$ cat config.mk
export PLATFORM = sky130hd
export DESIGN_NAME = serial_alu_sequencer_flat
export DESIGN_NICKNAME = d
export VERILOG_FILES = /design/src/rtl/serial_alu_pkg.sv /design/src/rtl/serial_alu_sequencer_if.sv /design/src/rtl/serial_alu_slice.sv /design/src/rtl/serial_alu_sequencer.sv /design/src/flat_wrapper.sv
export SDC_FILE = /design/constraint.sdc
export NUM_CORES = 1
export LEC_CHECK = 0
export ABC_CLOCK_PERIOD_IN_PS = 6800
export BUFFER_PORTS_ARGS = -buffer_cell sky130_fd_sc_hd__buf_2
export CORE_MARGIN = 2
export CORE_UTILIZATION = 45
export DETAILED_ROUTE_END_ITERATION = 12
export GPL_TIMING_DRIVEN = 0
export HOLD_SLACK_MARGIN = 0.15
export PLACE_DENSITY_LB_ADDON = 0.08
export SYNTH_ARGS = -nofsm -noshare
export SYNTH_HDL_FRONTEND = slang
export SYNTH_SLANG_ARGS = --single-unit
$ cat constraint.sdc
create_clock -name clk -period 6.8 [get_ports clk]
set_input_delay 0 -clock clk [delete_from_list [all_inputs] [get_ports clk]]
set_output_delay 0 -clock clk [all_outputs]
set_load 0.005 [all_outputs]
$ cat src/rtl/serial_alu_pkg.sv
// Shared types and ALU control encodings for the bit-serial ALU sequencer.
package serial_alu_pkg;

    typedef enum logic [1:0] {
        S_IDLE   = 2'd0,
        S_RUN    = 2'd1,
        S_SLTFIX = 2'd2,
        S_DONE   = 2'd3
    } state_t;

    localparam logic [3:0] ALU_AND = 4'b0000;
    localparam logic [3:0] ALU_OR  = 4'b0001;
    localparam logic [3:0] ALU_ADD = 4'b0010;
    localparam logic [3:0] ALU_SUB = 4'b0110;
    localparam logic [3:0] ALU_SLT = 4'b0111;
    localparam logic [3:0] ALU_NOR = 4'b1100;

    localparam logic [1:0] OP_AND  = 2'b00;
    localparam logic [1:0] OP_OR   = 2'b01;
    localparam logic [1:0] OP_SUM  = 2'b10;
    localparam logic [1:0] OP_LESS = 2'b11;

endpackage

$ cat src/rtl/serial_alu_sequencer_if.sv
// Start/done request bus between a datapath controller and the serial ALU.
interface serial_alu_sequencer_if #(
    parameter int WIDTH = 32
);
    logic             start;
    logic [3:0]       alu_op;
    logic [WIDTH-1:0] a;
    logic [WIDTH-1:0] b;
    logic             busy;
    logic             done;
    logic [WIDTH-1:0] result;
    logic             zero;
    logic             carry_out;
    logic             overflow;

    modport master (
        output start, alu_op, a, b,
        input  busy, done, result, zero, carry_out, overflow
    );

    modport slave (
        input  start, alu_op, a, b,
        output busy, done, result, zero, carry_out, overflow
    );
endinterface

$ cat src/rtl/serial_alu_slice.sv
// Combinational one-bit MIPS ALU slice: invert muxes, full adder, 4:1 result mux.
module serial_alu_slice
    import serial_alu_pkg::*;
(
    input  logic       i_a,
    input  logic       i_b,
    input  logic       i_a_invert,
    input  logic       i_b_invert,
    input  logic       i_carry_in,
    input  logic       i_less,
    input  logic [1:0] i_op,
    output logic       o_result,
    output logic       o_carry_out,
    output logic       o_sum
);

    logic w_a;
    logic w_b;

    assign w_a         = i_a ^ i_a_invert;
    assign w_b         = i_b ^ i_b_invert;
    assign o_sum       = w_a ^ w_b ^ i_carry_in;
    assign o_carry_out = (w_a & w_b) | (w_a & i_carry_in) | (w_b & i_carry_in);

    always_comb begin
        o_result = 1'b0;
        case (i_op)
            OP_AND:  o_result = w_a & w_b;
            OP_OR:   o_result = w_a | w_b;
            OP_SUM:  o_result = o_sum;
            OP_LESS: o_result = i_less;
            default: o_result = 1'b0;
        endcase
    end

endmodule

$ cat src/rtl/serial_alu_sequencer.sv
// Bit-serial ALU sequencer: one slice reused across WIDTH bits, LSB first.
// Define SERIAL_ALU_SLT_EN to enable set-on-less-than (extra SLTFIX cycle).
module serial_alu_sequencer
    import serial_alu_pkg::*;
#(
    parameter int WIDTH = 32
) (
    input  logic                  clk,
    input  logic                  reset,
    serial_alu_sequencer_if.slave bus
);

    localparam int CW = $clog2(WIDTH);

    state_t           r_state;
    state_t           w_next_state;
    logic [WIDTH-1:0] r_a;
    logic [WIDTH-1:0] r_b;
    logic [3:0]       r_ctl;
    logic             r_carry;
    logic [CW-1:0]    r_cnt;
    logic [WIDTH-1:0] r_result;
    logic             r_zero;
    logic             r_cout;
    logic             r_ovf;
`ifdef SERIAL_ALU_SLT_EN
    logic             r_sum_msb;
    logic             w_slt_bit;
`endif

    logic             w_res_bit;
    logic             w_cout;
    logic             w_sum;
    logic             w_last;
    logic [WIDTH-1:0] w_shifted;

    serial_alu_slice u_slice (
        .i_a         (r_a[0]),
        .i_b         (r_b[0]),
        .i_a_invert  (r_ctl[3]),
        .i_b_invert  (r_ctl[2]),
        .i_carry_in  (r_carry),
        .i_less      (1'b0),
        .i_op        (r_ctl[1:0]),
        .o_result    (w_res_bit),
        .o_carry_out (w_cout),
        .o_sum       (w_sum)
    );

    assign w_last    = (r_state == S_RUN) && (r_cnt == '0);
    assign w_shifted = {w_res_bit, r_result[WIDTH-1:1]};
`ifdef SERIAL_ALU_SLT_EN
    assign w_slt_bit = r_sum_msb ^ r_ovf;
`endif

    always_ff @(posedge clk or posedge reset) begin
        if (reset) r_state <= S_IDLE;
        else       r_state <= w_next_state;
    end

    always_comb begin
        w_next_state = r_state;
        case (r_state)
            S_IDLE: if (bus.start) w_next_state = S_RUN;
            S_RUN: begin
                if (w_last) begin
`ifdef SERIAL_ALU_SLT_EN
                    w_next_state = (r_ctl[1:0] == OP_LESS) ? S_SLTFIX : S_DONE;
`else
                    w_next_state = S_DONE;
`endif
                end
            end
            S_SLTFIX: w_next_state = S_DONE;
            S_DONE:   w_next_state = S_IDLE;
            default:  w_next_state = S_IDLE;
        endcase
    end

    // Operands shift right so the slice always sees bit 0; r_cnt counts down to the MSB.
    always_ff @(posedge clk or posedge reset) begin
        if (reset) begin
            r_a       <= '0;
            r_b       <= '0;
            r_ctl     <= '0;
            r_carry   <= 1'b0;
            r_cnt     <= '0;
            r_result  <= '0;
            r_zero    <= 1'b0;
            r_cout    <= 1'b0;
            r_ovf     <= 1'b0;
`ifdef SERIAL_ALU_SLT_EN
            r_sum_msb <= 1'b0;
`endif
        end else begin
            case (r_state)
                S_IDLE: begin
                    if (bus.start) begin
                        r_a     <= bus.a;
                        r_b     <= bus.b;
                        r_ctl   <= bus.alu_op;
                        r_carry <= bus.alu_op[2];
                        r_cnt   <= CW'(WIDTH - 1);
                    end
                end
                S_RUN: begin
                    r_a      <= r_a >> 1;
                    r_b      <= r_b >> 1;
                    r_carry  <= w_cout;
                    r_result <= w_shifted;
                    r_cnt    <= r_cnt - 1'b1;
                    if (w_last) begin
                        r_cout    <= w_cout;
                        r_ovf     <= r_carry ^ w_cout;
                        r_zero    <= (w_shifted == '0);
`ifdef SERIAL_ALU_SLT_EN
                        r_sum_msb <= w_sum;
`endif
                    end
                end
`ifdef SERIAL_ALU_SLT_EN
                S_SLTFIX: begin
                    r_result[0] <= w_slt_bit;
                    r_zero      <= (r_result[WIDTH-1:1] == '0) && !w_slt_bit;
                end
`endif
                default: ;
            endcase
        end
    end

    assign bus.busy      = (r_state == S_RUN) || (r_state == S_SLTFIX);
    assign bus.done      = (r_state == S_DONE);
    assign bus.result    = r_result;
    assign bus.zero      = r_zero;
    assign bus.carry_out = r_cout;
    assign bus.overflow  = r_ovf;

endmodule
$ cat src/flat_wrapper.sv
// flat-port wrapper written by rule: the top's interface ports become plain ports
module serial_alu_sequencer_flat import serial_alu_pkg::*;
#(
    parameter int WIDTH = 32
)
  (clk, reset, bus_start, bus_alu_op, bus_a, bus_b, bus_busy, bus_done, bus_result, bus_zero, bus_carry_out, bus_overflow);
  serial_alu_sequencer_if #(.WIDTH(WIDTH)) bus_i ();
  input  logic clk;
  input  logic reset;
  input wire logic [$bits(bus_i.start)-1:0] bus_start;
  input wire logic [$bits(bus_i.alu_op)-1:0] bus_alu_op;
  input wire logic [$bits(bus_i.a)-1:0] bus_a;
  input wire logic [$bits(bus_i.b)-1:0] bus_b;
  output wire logic [$bits(bus_i.busy)-1:0] bus_busy;
  output wire logic [$bits(bus_i.done)-1:0] bus_done;
  output wire logic [$bits(bus_i.result)-1:0] bus_result;
  output wire logic [$bits(bus_i.zero)-1:0] bus_zero;
  output wire logic [$bits(bus_i.carry_out)-1:0] bus_carry_out;
  output wire logic [$bits(bus_i.overflow)-1:0] bus_overflow;
  assign bus_i.start = bus_start;
  assign bus_i.alu_op = bus_alu_op;
  assign bus_i.a = bus_a;
  assign bus_i.b = bus_b;
  assign bus_busy = bus_i.busy;
  assign bus_done = bus_i.done;
  assign bus_result = bus_i.result;
  assign bus_zero = bus_i.zero;
  assign bus_carry_out = bus_i.carry_out;
  assign bus_overflow = bus_i.overflow;
  serial_alu_sequencer #(.WIDTH(WIDTH)) u_core (.clk(clk), .reset(reset), .bus(bus_i));
endmodule
### Word level (Yosys, flattened, before mapping)

Cells that the tools add are included.

| word-level totals | value |
|---|---|
| output and inout bits | 37 |
| flip-flop bits (word level) | 111 |

| operators by class | value |
|---|---|
| equality and inequality tests | 8 |
| reductions and logical operators | 11 |
| add/sub/neg operators | 1 |
| bitwise operators | 11 |
| multiplexer cells | 12 |

Operators by type and width:

| operator | number |
|---|---|
| $pmux W32 S2 | 2 |
| $mux W32 | 2 |
| $logic_not A32 Y1 | 1 |
| $pmux W5 S2 | 1 |
| $eq A2 B2 Y1 const B | 4 |
| $pmux W2 S4 | 1 |
| $reduce_and A2 Y1 | 4 |
| $logic_not A5 Y1 | 1 |
| $mux W5 | 1 |
| $sub A5 B1 Y5 const B | 1 |
| $xor A1 B1 Y1 | 5 |
| $eq A2 B1 Y1 const B | 2 |
| $logic_not A2 Y1 | 2 |
| $mux W2 | 2 |
| $pmux W1 S4 | 1 |
| $and A1 B1 Y1 | 3 |
| $or A1 B1 Y1 | 3 |
| $ne A2 B1 Y1 const B | 1 |
| $ne A2 B2 Y1 const B | 1 |
| $pmux W1 S2 | 1 |
| $reduce_bool A2 Y1 | 1 |
| $logic_and A1 B1 Y1 | 1 |
| $logic_or A1 B1 Y1 | 1 |
| $mux W1 | 1 |

### Depth between registers and ports, before layout

Gate-level depths: netlist of run 1.

| logic depth | value |
|---|---|
| word-level depth | 5 |
| gate-level depth with buffers | 9 |
| gate-level depth less buffers | 6 |

### Cells and area by module

Synthesis of run 1 repeated with hierarchy kept, for this count alone.

| second synthesis, totals | value |
|---|---|
| cells, all modules | 437 |
| area, all modules | 5082.4 um^2 |

By module, submodules not included:

| module | area each (um^2) | cells each | times used |
|---|---|---|---|
| serial_alu_sequencer | 4974.8 | 425 | 1 |
| serial_alu_slice | 107.6 | 12 | 1 |

### Worst setup path after synthesis of run 1

Ideal clock, no wire load.

| timing | value |
|---|---|
| path kind | register to register |
| from | reg u_core.r_cnt[0] |
| to | reg u_core.r_state[1] |
| data arrival time | 1.618 ns |
| required time | 6.675 ns |
| clock period less this slack | 1.742 ns |
| setup time | 0.125 ns |
| slack | 5.058 ns |
| stages on the path, launching flop included | 6 |
| cell sequence | dfrtp_1 inv_1 ha_1 or4b_4 a21oi_1 mux2_2 |

| between the ends | value |
|---|---|
| longest elaborated chain between the ends | 4 |

Ends and longest elaborated chain:

| element | RTL line | text |
|---|---|---|
| from (decl) | serial_alu_sequencer.sv:21 | `logic [CW-1:0] r_cnt;` |
| from (signal assigned) | serial_alu_sequencer.sv:103 | `r_cnt <= CW'(WIDTH - 1);` |
| from (signal assigned) | serial_alu_sequencer.sv:111 | `r_cnt <= r_cnt - 1'b1;` |
| $logic_not A5 Y1 | serial_alu_sequencer.sv:50 | `assign w_last = (r_state == S_RUN) && (r_cnt == '0);` |
| $logic_and A1 B1 Y1 | serial_alu_sequencer.sv:50 |  |
| $ne A2 B1 Y1 (no source line) | n/a |  |
| $reduce_and A2 Y1 (no source line) | n/a |  |
| to (signal assigned) | serial_alu_sequencer.sv:58 | `else r_state <= w_next_state;` |
| to (decl) | serial_alu_sequencer.sv:15 | `state_t r_state;` |

No other way between the ends.
A chain may end at the register's enable or synchronous reset.

### Worst setup path after layout of run 1

| timing | value |
|---|---|
| from | reg u_core.r_state[0] |
| to | reg u_core.r_a[9] |

| between the ends | value |
|---|---|
| longest elaborated chain between the ends | 3 |
| elaborated cells on any way between the ends | 6 |

Ends and longest elaborated chain:

| element | RTL line | text |
|---|---|---|
| $eq A2 B1 Y1 or $logic_not A2 Y1 (tied branches) | serial_alu_sequencer.sv:96 | `case (r_state)` |
| $reduce_bool A2 Y1 (no source line) or $ne A2 B2 Y1 (tied branches) | n/a |  |
| $reduce_and A2 Y1 (no source line) | n/a |  |
| to (signal assigned) | serial_alu_sequencer.sv:99 | `r_a <= bus.a;` |
| to (signal assigned) | serial_alu_sequencer.sv:107 | `r_a <= r_a >> 1;` |
| to (decl) | serial_alu_sequencer.sv:17 | `logic [WIDTH-1:0] r_a;` |

Parallel ways exist; a longest one is shown, timed or not.

==> results of run 1 <==
-- power by group through the flow --
| stage | Clock [µW] | Sequential, µW | Combinational, µW |
|---|---|---|---|
| floorplan | 0 | 1080 | 889 |
| global placement | 0 | 1120 | 1150 |
| detailed placement | 0 | 1130 | 1180 |
| CTS | 409 | 1110 | 1210 |
| global route | 434 | 1150 | 1360 |
| finish | 392 | 1110 | 1200 |
-- path summary, 6_finish.rpt --
check / from / cells after the start / slack [ns] / end
hold / removal: reset / 3 / 0.21 / u_core.r_a[21]
setup reg to reg: u_core.r_state[0] / 8 / 4.65 / u_core.r_a[9]
max in group asynchronous: reset / 4 / 5.85 / u_core.bus.result[9]
setup / recovery: u_core.r_state[0] / 8 / 4.65 / u_core.r_a[9]
hold reg to reg: u_core.r_a[23] / 2 / 0.49 / u_core.r_a[23]
min in group clk: bus_alu_op[0] / 3 / 0.39 / u_core.r_ctl[0]
-- cells by family (layout without fill, tap and decap cells) --
logic type / after synthesis / after routing
AOI/OAI and AO/OA: 79 / 79
buffers and inverters: 33 / 227
adders and majority gates: 9 / 9
xor gates and xnor gates: 3 / 3
muxes: 105 / 105
DFF: 111 / 111
and+or+nand+nor: 87 / 87
-- metal layers --
layer / up-vias / global-route usage / routed length [µm]
met2: 69 / 0.3097 / 5145
li1: 1871 / - / -
met1: 1802 / 0.2589 / 4970
met3: 10 / 0.05738 / 464
met5: - / 0 / 0
met4: 0 / 0.05586 / 133
-- flip-flops by register name, indices dropped and copies added, names as in the netlist, 2 cells and up --
| signal | cells |
|---|---|
| u_core.bus.result | 32 |
| u_core.r_a | 32 |
| u_core.r_b | 32 |
| u_core.r_cnt | 5 |
| u_core.r_ctl | 4 |
| u_core.r_state | 2 |
-- stage by stage --
step	instance area, µm²	total power [µW]	setup WS [ns]	hold WS (ns)	utilization
final	6590	2703	4.652	0.2125	0.6106
after global routing	6590	2947	4.346	0.2542	0.6106
after CTS	6590	2739	4.610	0.2081	0.6106
after detailed placement	5703	2308	4.616	0.09739	0.5284
after global placement	5673	2263	2.554	0.2230	0.5256
after floorplan	4962	1973	3.869	0.1325	-
-- final cells by class --
cell class                      count  area share
Inverter                            8    0.004936
Clock inverter                      6    0.008923
Clock buffer                       10     0.01937
Multi-Input combinational cell    283      0.3110
Buffer                             25     0.01595
Sequential cell                   111      0.4215
Tap cell                          140     0.02658
Timing Repair Buffer              178      0.1918
-- tightest hold or removal path, stage by stage --
cell	delay (ns)
dlygate4sd3_1	0.53
buf_2	0.13
inv_4	0.40
-- layout by cell type, fill, tap and decap left out, drive strengths merged, types with 8 or more instances in the layout --
cell	count
buf	123
dfrtp	111
o21ai	70
dlygate4sd3	70
mux2i	66
nand2	65
mux2	39
clkbuf	20
inv	9
ha	8
==> summary.md, run 1 <==
| Metric | Value |
|---|---|
| Status | `completed` |
| Unique masters post-synth | `31` |
| Clock buffer depth | `2` |
| Largest net degree at the start of global routing | `71` |
| Ports | `108` |
| Worst path most repeated cell | `buf_2` |
| Setup TNS | `0 ns` |
| Die ar. | `11880 µm²` |
| Layout cells sized above 1 | `0.2834` |
| Worst-path clk slew | `0.10 ns` |
| Final #Nets | `696` |
| Critical path startpoint category | `flip-flop` |
| WS Path Type | `reg -> reg` |
| Register area share after synthesis | `0.5598` |
| Worst Setup End Kind | `flip-flop` |
| Ys flop type | `dfrtp_1` |
| # rows | `38` |
| Synthesized area | `4962 µm²` |
| Post-Synth Simple-Gate Area | `0.07741` |
| Area contributors post-synth | `dfrtp_1 56%, mux2i_1 13%, mux2_2 8.9%` |
| Static Leak | `0.003219 µW` |
| Number of CTS-inserted buffers | `9` |
| Slowest CP cell | `dfrtp_1` |
| Clk_lat worst skew | `0.38 ns` |
| P&R area growth vs syn | `32.80%` |
| Synth warn | `0` |
| Routed Antenna Nets | `0` |
| Fmax | `465.6 MHz` |
| Pre-antenna DRT Iters | `4` |
| Initial antenna violation count | `0` |
| Count leader, synth | `dfrtp_1` |
| DRC Markers | `0` |
| Dpl cells | `675` |
| Routed wire length | `10710 µm` |
| P_int | `1664 µW` |
| WL per Instance | `14.08 µm` |
| Placer Congestion | `0.7410` |
| Hold Path Class | `in -> async` |
| RSZ-0062 raised after global routing | `no` |
| CTS tree | `done` |
| Top-area cell type share of the netlist area | `0.5598` |
| GRT overflow | `0` |
| Final min period | `2.148 ns` |
| Die Span Y | `109.0 µm` |
| Final Setup Violations | `0` |
| Sw frac | `0.3844` |
| Area of the multi-input gates | `2049 µm²` |
| Share of power burned in registers | `0.411` |
| Bufs and invs on worst path | `4` |
| Final Hold Vio Count | `0` |
| Slew @ Worst Pin | `0.7352 ns` |
| Slew margin rel. | `0.5099` |
| Peak supply drop | `199.0 µV` |
| Vias per inst | `4.930` |
| Hold-fix buffers, CTS | `70` |
| Fin crit share | `0.3158` |
| Fill count | `929` |
| DR iter-0 viols | `116` |
| Cell Count, Final, Fillers Out | `761` |
| Largest family of logic cells by synthesized area | `multiplexers` |
| Global-route wire length before repair | `17840 µm` |
| EDFF count, synth | `0` |
| CP max FO | `10` |
| Max-cap viol count | `0` |
| Die width | `109.0 µm` |
| Synthesized Nets | `507` |
| Power per cell area | `410.2 nW/µm²` |
| Post-CTS Setup Inserts | `0` |
| Req. time, crit path | `7.10 ns` |
| Clock power share | `0.145` |
| Post-synth ARST share | `1.000` |
| Mux contribution to synthesized area | `0.2216` |
| FF+latch count, synth | `111` |
| Post-synthesis compound-gate area fraction | `0.08447` |
| CTS sink cnt | `111` |
| Switch Pwr | `1039 µW` |
| Mean Syn Cell Area | `11.62 µm²` |
| Combinational share of power | `0.444` |
| Post-Synth XOR/XNOR Area | `0.005295` |
| PortBufs | `107` |
| Post-Synth Adder-Cell Area | `0.02421` |
| Critical Path Max Stage Delay | `0.43 ns` |
| Core area | `10790 µm²` |
| Antenna Cells | `0` |
| Vias in the first global route | `3764` |
| Clock Tree Root | `clkbuf_8` |
| Worst EP arrival | `2.44 ns` |
| Post-synth top area cell | `dfrtp_1` |
| Crit-path cells | `inv_1 -> ha_1 -> mux2i_1 -> buf_2 -> buf_2 -> buf_2 -> nand2_1 -> o21ai_0` |
| Setup Skew | `0.01655 ns` |
| Critical path's top delay family | `buffers and inverters` |
| Number of H-tree levels | `3` |
| Max Transition Viols Final | `0` |
| Hpwl dp | `7294 µm` |
| CTS resizes | `0` |
| Register area | `2778 µm²` |
| Synth top cells by count | `111 x dfrtp_1, 70 x o21ai_0, 66 x mux2i_1, 65 x nand2_1, 39 x mux2_2` |
| Cells after Synth | `427` |
| Initial Utilization | `0.4598` |
| Via count | `3752` |
| GRT Overall Usage | `0.1945` |
Note: power is estimated with default switching activity, not from simulation.
==> run 2, diff against run 1 <==
--- a/config.mk
+++ b/config.mk
@@ -5,7 +5,8 @@
 export SDC_FILE = /design/constraint.sdc
 export NUM_CORES = 1
 export LEC_CHECK = 0
-export ABC_CLOCK_PERIOD_IN_PS = 6800
+export ABC_AREA = 1
+export ABC_CLOCK_PERIOD_IN_PS = 2200
 export BUFFER_PORTS_ARGS = -buffer_cell sky130_fd_sc_hd__buf_2
 export CORE_MARGIN = 2
 export CORE_UTILIZATION = 45
==> constraint.sdc (replaced) <==
create_clock -name clk -period 2.2 [get_ports clk]
set_input_delay 0 -clock clk [delete_from_list [all_inputs] [get_ports clk]]
set_output_delay 0 -clock clk [all_outputs]
set_load 0.005 [all_outputs]
==> run 2 against run 1 <==
Sequential cell count unchanged. Critical path depth decreased by 1. Sequential power increased to 3.1 times the previous value. Routed wire length increased by 19%. Critical path type unchanged. Largest cell class unchanged. Largest power group unchanged.
==> summary.md, run 2 <==
| Metric | Value |
|---|---|
| Status | `completed` |
| Worst EP arrival | `2.33 ns (-0.11 ns)` |
| WS Path Type | `reg -> reg` |
| Top-area cell type share of the netlist area | `0.5592 (-0.0005640)` |
| Max Transition Viols Final | `0 (unchanged)` |
| CTS tree | `done` |
| Synthesized Nets | `673 (+33%)` |
| GRT Overall Usage | `0.2299 (+0.03540)` |
| Clock Tree Root | `clkbuf_8` |
| Hold Path Class | `in -> async` |
| Crit-path cells | `inv_1 -> ha_1 -> nand2_1 -> clkinvlp_4 -> nand2_1 -> nand2_1 -> dlygate4sd3_1` |
| Worst path most repeated cell | `nand2_1` |
| Largest family of logic cells by synthesized area | `simple AND/OR/NAND/NOR gates` |
| Vias per inst | `5.038 (+2.2%)` |
| Die Span Y | `109.1 µm (about the same)` |
| Req. time, crit path | `2.48 ns (-4.62 ns)` |
| Critical path's top delay family | `buffers and inverters` |
| Clk_lat worst skew | `0.38 ns (about the same)` |
| Post-synthesis compound-gate area fraction | `0.1285 (+0.04400)` |
| Final min period | `2.053 ns (-0.09447 ns)` |
| Worst-path clk slew | `0.10 ns (about the same)` |
| Layout Utilization | `0.6203 (+0.009738)` |
| CP max FO | `9 (-1)` |
| # rows | `38 (unchanged)` |
| P&R area growth vs syn | `34.79%` |
| Ys flop type | `dfrtp_1` |
| Ports | `108 (unchanged)` |
| EDFF count, synth | `0 (unchanged)` |
| Initial Utilization | `0.4602 (+0.0004637)` |
| Fin crit share | `0.9332 (+0.6174)` |
| Unique masters post-synth | `24 (-23%)` |
| Mean Syn Cell Area | `8.376 µm² (-28%)` |
| Core area | `10790 µm² (unchanged)` |
| Final #Nets | `867 (+25%)` |
| Hpwl dp | `8679 µm (+19%)` |
| GRT overflow | `0 (unchanged)` |
| Placer Congestion | `0.8259 (+11%)` |
| Synth top cells by count | `194 x nand2_1, 111 x dfrtp_1, 85 x nor2_1, 63 x a31oi_1, 43 x o21ai_0` |
| Layout cells sized above 1 | `0.1894 (-0.09402)` |
| Die ar. | `11900 µm² (+0.10%)` |
| Number of CTS-inserted buffers | `9 (unchanged)` |
| Post-synth ARST share | `1.000 (unchanged)` |
| Antenna Cells | `0 (unchanged)` |
| Post-Synth XOR/XNOR Area | `0.005290 (-0.000005335)` |
| Post-synth top area cell | `dfrtp_1` |
| Bufs and invs on worst path | `3 (-1)` |
| Count leader, synth | `nand2_1` |
| Slew margin rel. | `0.4397 (-0.07015)` |
| Most frequent cells in the layout | `194 x nand2_1, 124 x buf_2, 111 x dfrtp_1` |
| Mux contribution to synthesized area | `0 (-0.2216)` |
| Number of H-tree levels | `3 (unchanged)` |
| Synthesized area | `4967 µm² (+0.10%)` |
| Routed Antenna Nets | `0 (unchanged)` |
| PortBufs | `107 (unchanged)` |
| DR iter-0 viols | `343 (+200%)` |
| Vias in the first global route | `4686 (+24%)` |
| Area post-placement | `5722 µm² (+0.33%)` |
| Slowest CP cell | `dlygate4sd3_1` |
| Post-Synth Simple-Gate Area | `0.2262 (+0.1488)` |
| FF+latch count, synth | `111 (unchanged)` |
| Max-cap viol count | `0 (unchanged)` |
| Register area share after synthesis | `0.5592 (-0.0005640)` |
| Cells after Synth | `593 (+39%)` |
| Clock buffer depth | `2 (unchanged)` |
| Largest net degree at the start of global routing | `40 (-44%)` |
| Area contributors post-synth | `dfrtp_1 56%, nand2_1 15%, a31oi_1 7.9%` |
| Power per cell area | `1380 nW/µm² (+240%)` |
| DRC Markers | `0 (unchanged)` |
| Synth warn | `0 (unchanged)` |
| Static Leak | `0.003249 µW (+0.93%)` |
| Critical Path Max Stage Delay | `0.54 ns (+0.11 ns)` |
| Leading cell type in the layout, fill and taps excluded | `nand2_1` |
| Final Setup Violations | `0 (unchanged)` |
| CTS sink cnt | `111 (unchanged)` |
| Post-Synth Adder-Cell Area | `0.02418 (-0.00002439)` |
| Die width | `109.1 µm (about the same)` |
| Pre-antenna DRT Iters | `5 (+1)` |
| Post-route cell area | `6695 µm² (+1.6%)` |
| WL per Instance | `13.72 µm (-2.5%)` |
| Critical path startpoint category | `flip-flop` |
| Worst Setup End Kind | `flip-flop` |
| Slew @ Worst Pin | `0.8386 ns (+0.1035 ns)` |
| Final Hold Vio Count | `0 (unchanged)` |
| Fmax | `487.1 MHz (+4.6%)` |
| Global-route wire length before repair | `21430 µm (+20%)` |
| Via count | `4695 (+25%)` |
| Peak supply drop | `688.0 µV (+250%)` |
| Initial antenna violation count | `0 (unchanged)` |
| Routed wire length | `12790 µm (+19%)` |
| Setup Skew | `0.009597 ns (-0.006948 ns)` |
run 2: power breakdown:
group | internal, µW | switching, µW | total [µW]
logic | 1660 | 2720 | 4380
clock network | 678 | 711 | 1390
registers | 2930 | 540 | 3470
total | 5270 | 3970 | 9240
run 2: cell families (layout without fill, tap and decap cells):
| group | after synthesis | after routing |
|---|---|---|
| simple gates | 293 | 293 |
| flops | 111 | 111 |
| compound gates | 109 | 109 |
| buf+inv | 68 | 267 |
| fa+ha+maj | 9 | 9 |
| xor+xnor | 3 | 3 |
run 2: path summary, 6_finish.rpt:
check / endpoint / slack (ns) / depth (start not counted) / start
max: u_core.r_ctl[3] / 0.15 / 7 / u_core.r_state[0]
min: u_core.r_state[0] / 0.31 / 3 / reset
max reg2reg: u_core.r_ctl[3] / 0.15 / 7 / u_core.r_state[0]
min reg2reg: u_core.bus.zero / 0.49 / 2 / u_core.bus.zero
max in group asynchronous: u_core.r_b[7] / 0.96 / 5 / reset
min in group clk: u_core.r_ctl[1] / 0.37 / 4 / bus_alu_op[1]
run 2: worst reg2reg max path, delay by kind of cell, from the launching register on:
family	cells	cell delay, ns
adder cells (fa/ha/maj)	1	0.26
AND/OR/NAND/NOR	3	0.39
buffers and inverters	3	0.85
flip-flops	1	0.44
run 2: repair_timing:
item,in CTS,in global routing
buffers inserted,2,0
pin swaps,1,1
cloned,0,0
setup endpoints to repair,50,62
hold buffers,72,0
hold endpoints to repair,107,0
gates resized for setup,0,2
run 2: area by class of cell:
cell class,instances,area [µm²]
Tap cell,140,175.2
Inverter,33,131.4
Multi-Input combinational cell,414,1908
Clock inverter,6,93.84
Fill cell,970,4098
Clock buffer,10,137.6
Timing Repair Buffer,183,1311
Sequential cell,111,2778
Buffer,35,160.2
run 2: through the flow:
step / std cells / worst slack (ns) / power, µW / setup TNS [ns] / hold WS [ns]
detailed placement: 842 / -0.03523 / 7750 / -0.4457 / 0.1941
CTS: 932 / 0.03281 / 9313 / 0 / 0.3280
finish: 932 / 0.1469 / 9242 / 0 / 0.3145
global placement: 840 / 0.01686 / 7564 / 0 / 0.2075
global route: 932 / -0.0005214 / 10140 / -0.0005214 / 0.3795
floorplan: 593 / 0.6155 / 6430 / 0 / 0.1096
run 2: routing by layer:
metal,part of all wire,track usage,up-vias
met5,0,0,-
met4,0.022,0.09524,0
met3,0.048,0.03048,20
met2,0.49,0.3904,136
met1,0.44,0.2962,2239
li1,-,-,2300
==> run 3, diff against run 2 <==
--- a/config.mk
+++ b/config.mk
@@ -8,8 +8,10 @@
 export ABC_AREA = 1
 export ABC_CLOCK_PERIOD_IN_PS = 2200
 export BUFFER_PORTS_ARGS = -buffer_cell sky130_fd_sc_hd__buf_2
+export CAP_MARGIN = 40
 export CORE_MARGIN = 2
 export CORE_UTILIZATION = 45
+export CTS_BUF_LIST = sky130_fd_sc_hd__clkbuf_4 sky130_fd_sc_hd__clkbuf_8
 export DETAILED_ROUTE_END_ITERATION = 12
 export GPL_TIMING_DRIVEN = 0
 export HOLD_SLACK_MARGIN = 0.15
==> constraint.sdc (replaced) <==
create_clock -name clk -period 2.2 [get_ports clk]
set_input_delay 0 -clock clk [delete_from_list [all_inputs] [get_ports clk]]
set_output_delay 0 -clock clk [all_outputs]
set_load 0.1 [all_outputs]
==> run 3 against run 2 <==
Register-to-register slack better by 0.03 ns. Sequential cell count unchanged. First-iteration DRC count increased by 6.7%.
==> summary.md, run 3 (same netlist as run 2, synthesis figures left out) <==
| Metric | Value |
|---|---|
| Routed wire length | `13060 µm (+2.1%)` |
| Share of power burned in registers | `0.335 (-0.041)` |
| Slew @ Worst Pin | `0.5122 ns (-0.3265 ns)` |
| Core area | `10790 µm² (unchanged)` |
| Fin crit share | `0.9192 (-0.01398)` |
| P&R area growth vs syn | `35.09%` |
| CTS sink cnt | `111 (unchanged)` |
| Vias per inst | `5.083 (+0.91%)` |
| Global-route wire length before repair | `21890 µm (+2.1%)` |
| Req. time, crit path | `2.49 ns (about the same)` |
| CP max FO | `10 (+1)` |
| Most frequent cells in the layout | `194 x nand2_1, 121 x buf_2, 111 x dfrtp_1` |
| Final Hold Vio Count | `0 (unchanged)` |
| Critical path's top delay family | `buffers and inverters` |
| Area post-placement | `5742 µm² (+0.35%)` |
| GRT overflow | `0 (unchanged)` |
| DRC Markers | `0 (unchanged)` |
| # rows | `38 (unchanged)` |
| Routed Antenna Nets | `0 (unchanged)` |
| Leading cell type in the layout, fill and taps excluded | `nand2_1` |
| Setup TNS | `0 ns (unchanged)` |
| P_int | `5134 µW (-2.6%)` |
| Power per cell area | `1550 nW/µm² (+12%)` |
| Die Span Y | `109.1 µm (unchanged)` |
| Crit-path cells | `inv_1 -> ha_1 -> clkbuf_4 -> inv_2 -> o21ai_4 -> buf_4 -> buf_2 -> nor2_1 -> a31oi_1` |
| Hpwl dp | `8732 µm (+0.62%)` |
| Hold Path Class | `in -> reg` |
| Setup Skew | `0.007524 ns (-0.002073 ns)` |
| CTS tree | `done` |
| Slew margin rel. | `0.6586 (+0.2188)` |
| Die width | `109.1 µm (unchanged)` |
| Critical Path Max Stage Delay | `0.42 ns (-0.12 ns)` |
| RSZ-0062 raised after global routing | `no` |
| Pre-CTS setup slack | `-0.006252 ns (+0.02898 ns)` |
| Initial Utilization | `0.4602 (unchanged)` |
| Slowest CP cell | `dfrtp_1` |
| Via count | `4768 (+1.6%)` |
| Pre-antenna DRT Iters | `6 (+1)` |
| Final #Nets | `873 (+0.69%)` |
| Ports | `108 (unchanged)` |
| Initial antenna violation count | `0 (unchanged)` |
| Bufs and invs on worst path | `5 (+2)` |
| Max Transition Viols Final | `0 (unchanged)` |
| Hold WS | `0.3895 ns (+0.07498 ns)` |
| Fmax | `494.5 MHz (+1.5%)` |
| Switch Pwr | `5264 µW (+33%)` |
| Clock buffer depth | `2 (unchanged)` |
| Die ar. | `11900 µm² (unchanged)` |
| Layout cells sized above 1 | `0.1942 (+0.004842)` |
| Static Leak | `0.003271 µW (+0.67%)` |
| Critical path startpoint category | `flip-flop` |
| WL per Instance | `13.92 µm (+1.5%)` |
| Final WS setup | `0.1777 ns (+0.03075 ns)` |
| PortBufs | `107 (unchanged)` |
| Vias in the first global route | `4643 (-0.92%)` |
| Clk_lat worst skew | `0.37 ns (about the same)` |
| Number of H-tree levels | `3 (unchanged)` |
| DR iter-0 viols | `366 (+6.7%)` |
| Clock Tree Root | `clkbuf_8` |
| Post-route cell area | `6710 µm² (+0.22%)` |
| Worst-path clk slew | `0.10 ns (about the same)` |
| Final Setup Violations | `0 (unchanged)` |
| Peak supply drop | `869.7 µV (+26%)` |
| Combinational share of power | `0.555 (+0.081)` |
| Number of CTS-inserted buffers | `9 (unchanged)` |
| Largest net degree at the start of global routing | `40 (unchanged)` |
| Worst EP arrival | `2.31 ns (-0.02 ns)` |
| Antenna Cells | `0 (unchanged)` |
| GRT Overall Usage | `0.2348 (+0.004862)` |
| Placer Congestion | `0.8259 (unchanged)` |
| Max-cap viol count | `0 (unchanged)` |
| Sw frac | `0.5062 (+0.07638)` |
| Fill count | `961 (-0.93%)` |
| Worst Setup End Kind | `flip-flop` |
| WS Path Type | `reg -> reg` |
| Final min period | `2.022 ns (-0.03076 ns)` |
| Status | `completed` |
| Clock power share | `0.110 (-0.040)` |
run 3: path summary, 6_finish.rpt:
kind / startpoint / to / slack (ns) / cells past startpoint
worst max-delay path: u_core.r_state[1] / u_core.r_b[13] / 0.18 / 9
worst min-delay path: bus_alu_op[1] / u_core.r_ctl[1] / 0.39 / 4
worst max register to register: u_core.r_state[1] / u_core.r_b[13] / 0.18 / 9
worst min register to register: u_core.bus.zero / u_core.bus.zero / 0.48 / 2
max in group asynchronous: reset / u_core.r_b[14] / 1.02 / 5
min in group asynchronous: reset / u_core.bus.result[25] / 0.70 / 4
run 3: cell type report:
| class | instances | area (µm²) | area share |
|---|---|---|---|
| buffer | 35 | 167.7 | 0.02499 |
| clock buffer | 12 | 158.9 | 0.02368 |
| clock inverter | 4 | 20.02 | 0.002983 |
| inverter | 33 | 131.4 | 0.01958 |
| multi-input combinational | 414 | 1908 | 0.2844 |
| sequential | 111 | 2778 | 0.4139 |
| tap | 140 | 175.2 | 0.02610 |
| timing repair buffer | 189 | 1371 | 0.2044 |
run 3: per-layer routing:
layer	share of wire	track usage
met1	0.44	0.3109
met3	0.053	0.04363
met2	0.49	0.3913
met5	0	0
met4	0.013	0.07326
run 3: worst min-delay path: stages:
cell           delay [ns]
dlygate4sd3_1        0.52
buf_2                0.10
nand2_1              0.04
o21ai_0              0.06
run 3: repair_timing:
item,4_1_cts,5_1_grt
endpoints found under the setup margin,16,64
hold buffers,73,0
resized for setup,0,5
hold endpoints to repair,182,0
pin swaps,1,1
cloned,0,0
buffers inserted,3,3
run 3: through the flow:
step,total power [µW],std cells,util
after floorplan,7710,593,-
after global placement,8853,840,0.5264
after detailed placement,9035,843,0.5320
after CTS,10380,935,0.6184
after global routing,11280,938,0.6217
final,10400,938,0.6217
run 3: power groups by stage:
stage | sequential (µW) | combinational, µW | clock [µW]
after floorplan | 4440 | 3270 | 0
after global placement | 3460 | 5390 | 0
after detailed placement | 3510 | 5530 | 0
after CTS | 3470 | 5730 | 1180
after global routing | 3600 | 6420 | 1260
final | 3480 | 5770 | 1150
